## src/rtl/mux_sched_pkg.sv

```systemverilog
// Shared widths, FSM state encoding and helpers for the 64-channel mux scheduler.
package mux_sched_pkg;

    localparam int unsigned N_CH  = 64;
    localparam int unsigned SEL_W = 6;

    typedef enum logic [1:0] {
        IDLE   = 2'd0,
        SETTLE = 2'd1,
        OFFER  = 2'd2
    } state_t;

    typedef struct packed {
        logic [SEL_W-1:0] id;
        logic             data;
    } grant_t;

    function automatic logic [N_CH-1:0] onehot(input logic [SEL_W-1:0] idx);
        logic [N_CH-1:0] v;
        v      = '0;
        v[idx] = 1'b1;
        return v;
    endfunction

endpackage

```

## src/rtl/rr_pick64.sv

```systemverilog
// Rotating-priority finder: lowest set request bit at or above ptr, wrapping to 0.
module rr_pick64
    import mux_sched_pkg::*;
(
    input  logic [N_CH-1:0]  req,
    input  logic [SEL_W-1:0] ptr,
    output logic             any,
    output logic [SEL_W-1:0] id
);

    logic [N_CH-1:0]   mask;
    logic [2*N_CH-1:0] dbl;

    // Lower half keeps only bits >= ptr; upper half is the wrapped copy of all bits.
    always_comb begin
        mask = ~((N_CH'(1) << ptr) - N_CH'(1));
        dbl  = {req, req & mask};
        any  = |req;
        id   = '0;
        for (int i = int'(2 * N_CH) - 1; i >= 0; i--) begin
            if (dbl[i]) begin
                id = i[SEL_W-1:0];
            end
        end
    end

endmodule

```

## src/rtl/mux64_rr_scheduler.sv

```systemverilog
// Round-robin owner of the 64:1 mux select: grant, settle, sample, offer, ack.
module mux64_rr_scheduler
    import mux_sched_pkg::*;
#(
    parameter int unsigned SETTLE_CYCLES = 1
)
(
    input  logic             clk,
    input  logic             rst,
    input  logic [N_CH-1:0]  req,
    output logic [SEL_W-1:0] mux_sel,
    input  logic             mux_out,
    output logic             grant_valid,
    input  logic             grant_ready,
    output logic [SEL_W-1:0] grant_id,
    output logic             grant_data,
    output logic [N_CH-1:0]  ack
);

    localparam int unsigned CNT_W = 4;

    state_t           state;
    logic [SEL_W-1:0] ptr;
    logic [CNT_W-1:0] cnt;
    logic             pick_any;
    logic [SEL_W-1:0] pick_id;

    rr_pick64 u_pick (
        .req (req),
        .ptr (ptr),
        .any (pick_any),
        .id  (pick_id)
    );

    // Scheduler FSM; every output is a register updated here.
    always_ff @(posedge clk) begin
        if (rst) begin
            state       <= IDLE;
            ptr         <= '0;
            cnt         <= '0;
            mux_sel     <= '0;
            grant_valid <= 1'b0;
            grant_id    <= '0;
            grant_data  <= 1'b0;
            ack         <= '0;
        end else begin
            ack <= '0;
            case (state)
                IDLE: begin
                    if (pick_any) begin
                        mux_sel  <= pick_id;
                        grant_id <= pick_id;
                        cnt      <= CNT_W'(SETTLE_CYCLES - 1);
                        state    <= SETTLE;
                    end
                end
                SETTLE: begin
                    if (cnt != '0) begin
                        cnt <= cnt - CNT_W'(1);
                    end else begin
                        grant_data  <= mux_out;
                        grant_valid <= 1'b1;
                        state       <= OFFER;
                    end
                end
                OFFER: begin
                    if (grant_ready) begin
                        grant_valid <= 1'b0;
                        ack         <= onehot(grant_id);
                        ptr         <= grant_id + SEL_W'(1);
                        state       <= IDLE;
                    end
                end
                default: state <= IDLE;
            endcase
        end
    end

endmodule

```

## config.mk

```make
export PLATFORM = sky130hd
export DESIGN_NAME = mux64_rr_scheduler
export DESIGN_NICKNAME = d
export VERILOG_FILES = /design/src/rtl/mux_sched_pkg.sv /design/src/rtl/rr_pick64.sv /design/src/rtl/mux64_rr_scheduler.sv
export SDC_FILE = /design/constraint.sdc
export NUM_CORES = 1
export LEC_CHECK = 0
export BUFFER_PORTS_ARGS = -buffer_cell sky130_fd_sc_hd__buf_2
export CAP_MARGIN = 25
export CORE_ASPECT_RATIO = 1.25
export CORE_MARGIN = 2
export CORE_UTILIZATION = 55
export CTS_CLUSTER_DIAMETER = 120
export DETAILED_ROUTE_END_ITERATION = 8
export PLACE_DENSITY = 0.82
export SLEW_MARGIN = 20
export SYNTH_ARGS = -nofsm -noshare
export SYNTH_HDL_FRONTEND = slang
export SYNTH_SLANG_ARGS = --single-unit
```

## constraint.sdc

```tcl
create_clock -name clk -period 4.6 [get_ports clk]
set_input_delay 0.23 -clock clk [delete_from_list [all_inputs] [get_ports clk]]
set_output_delay 0.23 -clock clk [all_outputs]
set_load 0.005 [all_outputs]
```

==> run_results.csv <==
group,metric,value,unit
status,run_status,"finished clean",
critical_path,rr_endpoint,"grant_id[3]",
min_path,hp-class,"primary input to flip-flop",
logic_synthesis,synth_fp_nets,894,
critical_path,r2r_start,"ptr[2]",
logic_synthesis,synthArstFlopShare,0,%
die,die_area,11800,sq um
logic_synthesis,synth_edf_count,0,
sta,maxSlewHeadroom,30.5,%
route,viasPerCell,6.67,
clock_tree,hold_buffers,0,
sta,setup_tns,0,ps
route,vias,7193,
layout,fin_nets,1013,
logic_synthesis,syn_area_per_cell,7.31,sq um
clock_tree,post_cts_buffers,0,
global_route,grt_pass1_wl,35.8,mm
layout,layout-drive-gt1-share,22.2,%
min_path,holdPathStages,3,
clock_tree,clkTransAtPathRegs,70,ps
clock_tree,cts.htree.levels,3,
clock_tree,cts_buffer_depth,2,
power,p_per_area,453,nW/um^2
sta,finalCriticalPeriod,3960,ps
layout,nFillCells,958,
global_route,overflow,0,
die,fp.dieH,121,um
global_route,antenna_found_initial,0,
sta,rsz0062_at_grt,"no",
clock_tree,cts_tree,"done",
sta,worstMarginPinSlew,1030,ps
global_route,grt_max_degree,37,
die,rows,42,
critical_path,slowest_delay,490,ps
clock_tree,cts_made_buffers,9,
die,initial_utilization,56.6,%
logic_synthesis,synth_cell_types,89,
die,core_area,10600,sq um
sta,finalSetupViolations,0,
critical_path,rr_worst_depth,15,
clock_tree,cts_resized,0,
logic_synthesis,synth_top_area_share,28.0,%
placed_design,place_congestion,1.08,
route,drt-pass1-iter-count,6,
clock_tree,cts_num_sinks,84,
critical_path,critPathLaunch,"ptr[2]",
critical_path,end_kind,"flip-flop",
die,die_w,97.5,um
route,route.detailed.drc,0,
sta,fin_worst_skew,6.54,ps
logic_synthesis,synthCells,822,
logic_synthesis,ys_seq_area_share,28.0,%
route,drtIter0Drc,747,
logic_synthesis,netlist_top_cells_area,"dfxtp_1, nor2_1, o21ai_0",
sta,fin_crit_sh,86.0,%
route,ant_nets,0,
placed_design,portBuffers,145,
route,finalWirelength,23.0,mm
min_path,whs_endpoint,"grant_data",
sta,hold_viol_final,0,
layout,syn2layout_area_growth,17.1,%
global_route,track_usage,38.1,%
placed_design,place_hpwl,17.3,mm
critical_path,criticalPathCategory,"flip-flop to flip-flop",
critical_path,crit_required,4820,ps
layout,layout_common_cells,"buf_2, nor2_1, dfxtp_1, nand2_1, o21ai_0",
critical_path,critPathMaxFanout,28,
layout,final_core_util,66.2,%
power,ir_drop,298,uV
logic_synthesis,yosys_warnings,0,
critical_path,cp_slowest_cell,"or4_1",
logic_synthesis,synth_seq_cells,84,
layout,register_area,1680,sq um
die,ios,146,
critical_path,worstPathArrival,4180,ps
logic_synthesis,synth_area,6010,sq um
critical_path,path_cells,"nor2_2, nand2_1, nor2_1, inv_1, ha_1, buf_4, inv_1, buf_4, a221oi_1, or4_1, a31o_2, nor2b_1, and3_1, o31ai_1, a221o_1",
layout,mostFrequentLayoutCell,"buf_2",
min_path,worstHoldStart,"mux_out",
sta,final_max_slew_viol_count,0,
sta,max_freq,0.253,GHz
critical_path,r2r_slack,640,ps
route,wl_per_cell,21.3,um
clock_tree,root_buffer,"clkbuf_16",
critical_path,startpoint_type,"flip-flop",
power,p_leak,2.88,nW
logic_synthesis,yosysTopAreaCell,"dfxtp_1",
clock_tree,clk_latency,340,ps
global_route,first_global_vias,6799,
run,cap_violations,0,
layout,multi_input_area,3890,sq um
sta,fin_hold_ws,136,ps
layout,diodes,0,
logic_synthesis,synthFlopType,"dfxtp_1",
[power by group]
| part | internal (mW) | total, mW | switching (mW) |
|---|---|---|---|
| Combinational | 0.576 | 1.60 | 1.02 |
| Sequential | 0.773 | 0.859 | 0.0857 |
| Clock | 0.423 | 0.726 | 0.303 |
[synthesized netlist by cell type, drive strengths merged (7+ instances only)]
cell type  count
a2111oi        8
a211oi        19
a21o           9
a21oi         45
a221oi         8
a31oi         12
and2          13
and3           8
buf           33
clkbuf        22
dfxtp         84
inv           34
nand2         64
nand2b        14
nand3         30
nand3b         7
nand4         18
nor2         128
nor2b         10
nor3          22
nor4          28
o211ai        13
o21ai         53
o22ai         10
o31ai         10
or3            9
or4           13
[state kept, by name, indices dropped and copies added, names as in the netlist]
| register | count |
|---|---|
| state | 2 |
| cnt | 4 |
| grant_id | 6 |
| ack | 64 |
| grant_data | 1 |
| ptr | 6 |
| grant_valid | 1 |
[metal layers]
metal / routed length [um] / vias up / track usage, %
li1: - / 3297 / -
met1: 8150 / 3261 / 42.0
met2: 10700 / 518 / 65.6
met3: 2270 / 117 / 7.17
met4: 1840 / 0 / 27.0
met5: 0 / - / 0
[through the flow]
stage          area [sq um]  setup slack (ps)  power [mW]  std cells
2_1_floorplan          6010              1070        2.00        822
3_5_place_dp           6730               784        2.39       1062
3_3_place_gp           6730               897        2.40       1062
4_1_cts                7030               770        3.11       1078
6_report               7030               644        3.18       1078
5_1_grt                7030               363        3.34       1078
[worst max-delay path, delay by kind of cell (launching register included)]
kind            cells  cell delay, ps
simple gates        6            1930
compound gates      4             770
buf+inv             4             570
flops               1             350
fa+ha+maj           1             200
[how the worst max path moves through the flow]
stage and end:
2_1_floorplan grant_id[3], 5_1_grt grant_id[1], 3_5_place_dp grant_id[3], 6_report grant_id[3]
3_3_place_gp grant_id[3], 4_1_cts grant_id[3]
[cells by family (layout without fill, tap and decap cells)]
group           after synthesis  count (layout)  synth area share, %
simple gates                394             394                 34.1
compound gates              237             237                 27.9
buf+inv                      90             214                 7.19
flops                        84              84                 28.0
xor+xnor                     10              10                 1.46
fa+ha+maj                     4               4                0.833
mux                           3               3                0.500
[cell type report]
class	count	area share, %
Multi-Input combinational cell	648	55.4
Sequential cell	84	23.9
Timing Repair Buffer	163	12.2
Clock buffer	9	3.20
Tap cell	132	2.35
Inverter	35	1.87
Clock inverter	7	1.05
(Power assumes the default switching activity.)
